## src/rtl/irq_pend_if.sv

```systemverilog
// irq_pend_if: bundles the request/acknowledge signals exchanged between the
// irq_pend capture stage and its consumer (typically enc4 plus a service FSM).
//
// Signals:
//   src      raw request levels, synchronous to clk
//   mask     per-line enable (1 = enabled)
//   ack      acknowledge strobe from the consumer
//   ack_idx  index being acknowledged (driven from enc4.o)
//   clr_ovf  clears all overflow flags
//   pend     masked pending vector (feeds enc4.i)
//   irq      service request to the consumer
//   busy     high whenever the capture FSM is not idle
//   ovf      sticky per-line overflow flags
//
// Modports:
//   master   consumer side (drives requests/acks, observes status)
//   slave    irq_pend side
interface irq_pend_if #(
    parameter int N  = 4,
    parameter int IW = 2
);
    logic [N-1:0]  src;
    logic [N-1:0]  mask;
    logic          ack;
    logic [IW-1:0] ack_idx;
    logic          clr_ovf;
    logic [N-1:0]  pend;
    logic          irq;
    logic          busy;
    logic [N-1:0]  ovf;

    modport master (
        output src, mask, ack, ack_idx, clr_ovf,
        input  pend, irq, busy, ovf
    );

    modport slave (
        input  src, mask, ack, ack_idx, clr_ovf,
        output pend, irq, busy, ovf
    );
endinterface

```

## src/rtl/irq_pend.sv

```systemverilog
// irq_pend: request-capture stage in front of the enc4 priority encoder.
// Turns raw level request lines into sticky, maskable pending bits, flags
// events that arrive while a line is already pending, and runs a small
// IDLE/ASSERT/HOLD handshake toward the consumer. Each acknowledge retires
// one pending bit and forces HOLDOFF idle cycles before irq can reassert.
//
// Ports:
//   clk    single clock, all state changes on its rising edge
//   rst_n  synchronous active-low reset
//   bus    irq_pend_if.slave (src, mask, ack, ack_idx, clr_ovf in;
//          pend, irq, busy, ovf out)
//
// Parameters:
//   N        number of request lines (4 when paired with enc4)
//   IW       index width, clog2(N)
//   HOLDOFF  idle cycles forced after each acknowledge, 1..15
module irq_pend #(
    parameter int N       = 4,
    parameter int IW      = 2,
    parameter int HOLDOFF = 2
) (
    input  logic      clk,
    input  logic      rst_n,
    irq_pend_if.slave bus
);

    typedef enum logic [1:0] {
        S_IDLE   = 2'd0,
        S_ASSERT = 2'd1,
        S_HOLD   = 2'd2
    } state_t;

    state_t        state;
    state_t        state_nxt;
    logic [N-1:0]  src_q;
    logic [N-1:0]  p;
    logic [N-1:0]  ovf_q;
    logic [3:0]    hcnt;

    logic [N-1:0]  rise;
    logic [N-1:0]  clr;
    logic [N-1:0]  ovf_set;
    logic [N-1:0]  pend_v;
    logic          any_pend;
    logic          ack_take;

    // Only an ack seen in ASSERT has any effect; in IDLE/HOLD it is ignored.
    assign ack_take = (state == S_ASSERT) && bus.ack;

    assign rise     = bus.src & ~src_q;
    assign pend_v   = p & bus.mask;
    assign any_pend = |pend_v;
    // Overflow: a new event merged into a bit that is pending and not being
    // retired this cycle.
    assign ovf_set  = rise & p & ~clr;

    // Decode the acknowledged index. An out-of-range index matches no bit,
    // so the ack still moves the FSM to HOLD but clears nothing.
    always_comb begin
        // NOTE: every combinationally driven variable gets a default before
        // any conditional assignment so no latch is inferred.
        clr = '0;
        for (int j = 0; j < N; j++) begin
            if (ack_take && (bus.ack_idx == IW'(j))) begin
                clr[j] = 1'b1;
            end
        end
    end

    // Datapath registers: edge history, pending, overflow, holdoff counter.
    always_ff @(posedge clk) begin
        // NOTE: sequential state uses non-blocking assignments so every
        // register samples the pre-edge values of the others.
        if (!rst_n) begin
            src_q <= '0;
            p     <= '0;
            ovf_q <= '0;
            hcnt  <= '0;
        end else begin
            src_q <= bus.src;
            // Set wins over clear: a new event in the ack cycle is kept.
            p     <= rise | (p & ~clr);
            // Set wins over clr_ovf as well.
            ovf_q <= ovf_set | (ovf_q & ~{N{bus.clr_ovf}});
            if (ack_take) begin
                hcnt <= 4'(HOLDOFF - 1);
            end else if ((state == S_HOLD) && (hcnt != 4'd0)) begin
                hcnt <= hcnt - 4'd1;
            end
        end
    end

    // FSM state register.
    always_ff @(posedge clk) begin
        if (!rst_n) begin
            state <= S_IDLE;
        end else begin
            state <= state_nxt;
        end
    end

    // FSM next-state logic.
    always_comb begin
        state_nxt = state;
        unique case (state)
            S_IDLE: begin
                if (any_pend) begin
                    state_nxt = S_ASSERT;
                end
            end
            S_ASSERT: begin
                if (bus.ack) begin
                    state_nxt = S_HOLD;
                end else if (!any_pend) begin
                    state_nxt = S_IDLE;
                end
            end
            S_HOLD: begin
                // hcnt is loaded with HOLDOFF-1, so HOLD lasts HOLDOFF cycles.
                if (hcnt == 4'd0) begin
                    state_nxt = S_IDLE;
                end
            end
            default: state_nxt = S_IDLE;
        endcase
    end

    // FSM outputs, decoded from the registered state only (glitch-free).
    always_comb begin
        bus.irq  = (state == S_ASSERT);
        bus.busy = (state != S_IDLE);
    end

    assign bus.pend = pend_v;
    assign bus.ovf  = ovf_q;

endmodule
```

## src/flat_wrapper.sv

```systemverilog
// flat-port wrapper written by rule: the top's interface ports become plain ports
module irq_pend_flat 
#(
    parameter int N       = 4,
    parameter int IW      = 2,
    parameter int HOLDOFF = 2
)
  (clk, rst_n, bus_src, bus_mask, bus_ack, bus_ack_idx, bus_clr_ovf, bus_pend, bus_irq, bus_busy, bus_ovf);
  irq_pend_if #(.N(N), .IW(IW)) bus_i ();
  input  logic clk;
  input  logic rst_n;
  input wire logic [$bits(bus_i.src)-1:0] bus_src;
  input wire logic [$bits(bus_i.mask)-1:0] bus_mask;
  input wire logic [$bits(bus_i.ack)-1:0] bus_ack;
  input wire logic [$bits(bus_i.ack_idx)-1:0] bus_ack_idx;
  input wire logic [$bits(bus_i.clr_ovf)-1:0] bus_clr_ovf;
  output wire logic [$bits(bus_i.pend)-1:0] bus_pend;
  output wire logic [$bits(bus_i.irq)-1:0] bus_irq;
  output wire logic [$bits(bus_i.busy)-1:0] bus_busy;
  output wire logic [$bits(bus_i.ovf)-1:0] bus_ovf;
  assign bus_i.src = bus_src;
  assign bus_i.mask = bus_mask;
  assign bus_i.ack = bus_ack;
  assign bus_i.ack_idx = bus_ack_idx;
  assign bus_i.clr_ovf = bus_clr_ovf;
  assign bus_pend = bus_i.pend;
  assign bus_irq = bus_i.irq;
  assign bus_busy = bus_i.busy;
  assign bus_ovf = bus_i.ovf;
  irq_pend #(.N(N), .IW(IW), .HOLDOFF(HOLDOFF)) u_core (.clk(clk), .rst_n(rst_n), .bus(bus_i));
endmodule
```

## config.mk

```make
export PLATFORM = sky130hd
export DESIGN_NAME = irq_pend_flat
export DESIGN_NICKNAME = d
export VERILOG_FILES = /design/src/rtl/irq_pend_if.sv /design/src/rtl/irq_pend.sv /design/src/flat_wrapper.sv
export SDC_FILE = /design/constraint.sdc
export NUM_CORES = 1
export LEC_CHECK = 0
export ABC_AREA = 1
export CAP_MARGIN = 30
export CORE_MARGIN = 1
export CORE_UTILIZATION = 46
export DETAILED_ROUTE_END_ITERATION = 12
export PLACE_DENSITY = 0.79
export SETUP_SLACK_MARGIN = 0.02
export SKIP_LAST_GASP = 1
export SLEW_MARGIN = 10
export SYNTH_ARGS = -nofsm -noshare
export SYNTH_HDL_FRONTEND = slang
export SYNTH_SLANG_ARGS = --single-unit
export TNS_END_PERCENT = 30
```

## constraint.sdc

```tcl
create_clock -name clk -period 1.7 [get_ports clk]
set_clock_uncertainty 0.1 [all_clocks]
set_input_delay 0.17 -clock clk [delete_from_list [all_inputs] [get_ports clk]]
set_output_delay 0.17 -clock clk [all_outputs]
set_load 0.05 [all_outputs]
```

=== Yosys cells after proc, flatten, opt, wreduce, memory -nomap -nowiden ===
Index checks and enable logic that the tools add are counted.

* Register bits: 18
* Output and inout port bits: 10
* Logic and storage cells: 53
* Input bits: 14

* Mux-type cells: 11
* Bitwise logic cells: 12
* Add/sub/neg operators: 1
* Eq/ne operators: 8
* Reductions and logical operators: 15

{| class="wikitable"
|+ Operator list
! cell !! count
|-
| $and 4x4->4 || 6
|-
| $not 4->4 || 3
|-
| $mux 2 || 4
|-
| $or 4x4->4 || 2
|-
| $eq 2x2->1 const B || 3
|-
| $logic_and 1x1->1 || 6
|-
| $mux 1 || 6
|-
| $pmux 2 s3 || 1
|-
| $eq 2x1->1 const B || 2
|-
| $logic_not 2->1 || 2
|-
| $logic_not 4->1 || 1
|-
| $reduce_bool 2->1 || 2
|-
| $reduce_bool 4->1 || 1
|-
| $reduce_or 4->1 || 1
|-
| $sub 4x1->4 const B || 1
|-
| $ne 3x3->1 const B || 1
|-
| $reduce_and 3->1 || 1
|-
| $ne 2x1->1 const B || 1
|-
| $ne 2x2->1 const B || 1
|-
| $reduce_or 2->1 || 1
|-
| $not 1->1 || 1
|}

=== Logic depth before layout (Yosys ltp) ===
* Word-level depth: 7
* Mapped depth: 8
* Gate-level depth less buffers: 8

=== Worst setup path after synthesis ===
No wires, ideal clock.

* Kind: register -> register
* From: reg u_core.state[0]
* To: reg u_core.hcnt[2]
* Data required time: 1.490 ns
* Cell stages (with the launch flop): 8
* Setup time: 0.110 ns
* Setup slack: 0.403 ns
* Period minus slack after synthesis: 1.297 ns
* Buffers on the path: 0
* Data arrival time: 1.086 ns
* Cells stage by stage: dfxtp_1 > inv_2 > nor2_4 > nand2_4 > nand2_2 > inv_2 > nand2_1 > nor2_2

* Cells in the longest elaborated chain, start to end: 3
* Elaborated cells on any way between the ends: 5
* Classes of those cells: eq/ne: 2; reduce/logical: 3

{| class="wikitable"
|+ Ends and longest elaborated chain
! element !! RTL line !! RTL
|-
| from (decl) || irq_pend.sv:33 || <nowiki>state_t state;</nowiki>
|-
| from (signal assigned) || irq_pend.sv:98 || <nowiki>state <= state_nxt;</nowiki>
|-
| $eq 2x1->1 || -- ||
|-
| named net bus_irq || flat_wrapper.sv:18 || <nowiki>output wire logic [$bits(bus_i.irq)-1:0] bus_irq;</nowiki>
|-
| $logic_and 1x1->1 || irq_pend.sv:48 || <nowiki>assign ack_take = (state == S_ASSERT) && bus.ack;</nowiki>
|-
| $reduce_or 2->1 (no line) || -- ||
|-
| to (signal assigned) || irq_pend.sv:86 || <nowiki>hcnt <= 4'(HOLDOFF - 1);</nowiki>
|-
| to (signal assigned) || irq_pend.sv:88 || <nowiki>hcnt <= hcnt - 4'd1;</nowiki>
|-
| to (decl) || irq_pend.sv:38 || <nowiki>logic [3:0] hcnt;</nowiki>
|}

The timed path passes the listed nets, and every way through them passes these cells.
A chain may end at the register's enable or synchronous reset.

=== Final worst setup path ===
* From: reg u_core.state[0]
* To: out bus_irq

* Cells in the longest elaborated chain, start to end: 1

{| class="wikitable"
|+ Ends and longest elaborated chain
! element !! RTL line !! RTL
|-
| $eq 2x1->1 || irq_pend.sv:130 || <nowiki>bus.irq = (state == S_ASSERT);</nowiki>
|-
| to (decl) || flat_wrapper.sv:18 ||
|}

Every way passes these cells.

==> flow_summary.json <==
{
  "yosysTopAreaCell": "dfxtp_1",
  "slew_viol_final": 0,
  "drtIter0Drc": 13,
  "initial_core_util_pct": 49.2,
  "hold_buffers": 0,
  "p_per_area_nw_per_um2": 755,
  "grt_pass1_vias": 747,
  "ioPinCount": 24,
  "cp-start-kind": "flop",
  "finalHoldViolations": 0,
  "syn_to_final_growth_pct": 37.0,
  "syn_avg_cell_area_um2": 6.76,
  "htreeDepth": 1,
  "syn_inst": 127,
  "fp.coreArea_um2": 1750,
  "cts-resized-gates": 0,
  "portBuffers": 23,
  "highest_layer": "met4",
  "wl_met2_um": 974,
  "antenna_cells": 0,
  "holdCritPathClass": "in -> reg",
  "period_share_pct": 80.5,
  "worst_pin_slew_ps": 324,
  "routedWlPerCell_um": 10.2,
  "arrival_ps": 1100,
  "cts_setup_buffers": 0,
  "synth.area.top_cells": "dfxtp_1 42%, nand2_1 15%, inv_1 13%",
  "drive_gt1_share_pct": 16.4,
  "vias_per_cell": 4.61,
  "setup_viol": 0,
  "power_leakage_uw": 0.000618,
  "drt_pre_antenna_iters": 4,
  "worst_slack_ps": 331,
  "clock_path_buffers": 2,
  "cts_buffers": 3,
  "routed_wirelength_mm": 1.81,
  "fillCellCount": 141,
  "tns_ps": 0,
  "multi_input_area_um2": 369,
  "root_buffer": "clkbuf_4",
  "tritoncts": "done",
  "grt_antenna_before_repair": 0,
  "yosys_warnings": 0,
  "status": "complete, no violations",
  "routabilityCongestion": 0.800,
  "cts.sinks": 18,
  "clk_latency_ps": 290,
  "path_clk_slew_ps": 90,
  "fp-row-count": 15,
  "grt_max_degree": 12,
  "maxCapViolCount": 0,
  "setup.worst_path.end_class": "output port",
  "max-vdd-ir-drop_mv": 0.435,
  "dp_slack_ps": 377,
  "seq_area_um2": 360,
  "ant_nets": 0,
  "syn_area_um2": 858,
  "required_ps": 1430,
  "syn_nets": 142,
  "synth.top_cell.area_share_pct": 42.0,
  "yosys_register_bits": 18,
  "dieHeight_um": 45.2,
  "grt_pass1_wl_mm": 2.97,
  "num_vias": 816,
  "dpl.hpwl_mm": 1.53,
  "critPathMaxFanout": 4,
  "design.die.area_um2": 2040,
  "grt.total_usage_pct": 20.2,
  "fp.dieW_um": 45.2,
  "clock.fmax_mhz": 731,
  "fin_nets": 169,
  "rsz0062_at_grt": "false",
  "overflow": 0,
  "crit_type": "reg -> out",
  "ys_seq_area_share_pct": 42.0,
  "min_period_ps": 1370,
  "met1Wirelength_um": 757,
  "synth_cell_type_count": 19,
  "slew_headroom_pct": 78.4,
  "routed-wl-met3_um": 71,
  "drc": 0
}
[cell families (layout without fill, tap and decap cells)]
logic type,Yosys count,after routing,share of synthesized area [%]
AND/OR/NAND/NOR,57,57,30.9
buffers and inverters,34,59,15.0
flip-flops,18,18,42.0
AO/OA/AOI/OAI,17,17,10.6
adder cells (fa/ha/maj),1,1,1.46
[cells in the final DEF, fill, tap and decap left out]
master,n
nand2_2,1
ha_1,1
buf_12,5
nand2_4,2
clkbuf_4,3
inv_1,29
o21ai_1,4
nand3_2,1
nand4_1,3
nor2_2,1
clkdlybuf4s50_1,13
nand2_1,35
buf_4,5
nor2_4,2
dfxtp_1,18
inv_2,3
o21ai_2,1
nor2_1,10
a21oi_1,11
nand3_1,2
o211ai_1,1
clkinv_2,1
[cell type report]
| type | instances | area share (%) |
|---|---|---|
| Clock buffer | 3 | 1.91 |
| Inverter | 33 | 10.6 |
| Multi-Input combinational cell | 75 | 31.4 |
| Sequential cell | 18 | 30.6 |
| Tap cell | 25 | 2.66 |
| Timing Repair Buffer | 23 | 22.8 |
[Yosys cell counts, drive strengths merged]
library cell,instances
a21oi,11
nand2,38
ha,1
o211ai,1
nand3,3
dfxtp,18
nand4,3
clkinv,1
inv,32
clkbuf,1
nor2,13
o21ai,5
[power breakdown]
| part | internal [µW] | total, µW | switching [µW] |
|---|---|---|---|
| clock | 82.3 | 202 | 120 |
| combinational | 95.5 | 228 | 133 |
| sequential | 443 | 457 | 13.7 |
| total | 621 | 887 | 266 |
[per-stage QoR]
stage | area [µm²] | utilization [%] | hold WS [ps] | instances | power [µW]
detailed placement | 1150 | 66.1 | 366 | 174 | 696
floorplan | 858 | - | 163 | 127 | 596
global route | 1180 | 67.4 | 351 | 177 | 933
CTS | 1180 | 67.4 | 324 | 177 | 897
finish | 1180 | 67.4 | 333 | 177 | 887
global placement | 1150 | 66.1 | 369 | 174 | 690
[worst paths after layout]
| path | start | endpoint | slack [ps] | cells after the start |
|---|---|---|---|---|
| worst max-delay path | u_core.state[0] | bus_irq | 330 | 3 |
| worst max register to register | u_core.hcnt[0] | u_core.hcnt[1] | 400 | 8 |
| worst min-delay path | bus_src[0] | u_core.src_q[0] | 330 | 3 |
| worst min register to register | u_core.bus.ovf[2] | u_core.bus.ovf[2] | 380 | 2 |
[flip-flops by register name, summed over array words and instances (netlist names)]
register and flops:
u_core.p 4, u_core.bus.ovf 4, u_core.state 2, u_core.src_q 4
u_core.hcnt 4
[routing by layer]
layer / global-route usage, % / vias up
met2: 35.9 / 21
met5: 0 / -
met1: 23.4 / 363
met4: 5.45 / 0
met3: 6.00 / 2
li1: - / 430
[worst max-delay path, cell delays in order, from the launching register on]
cell and delay [ps]:
dfxtp_1 400, inv_2 80, nor2_4 170, buf_12 160
Note: power is estimated with default switching activity, not from simulation.
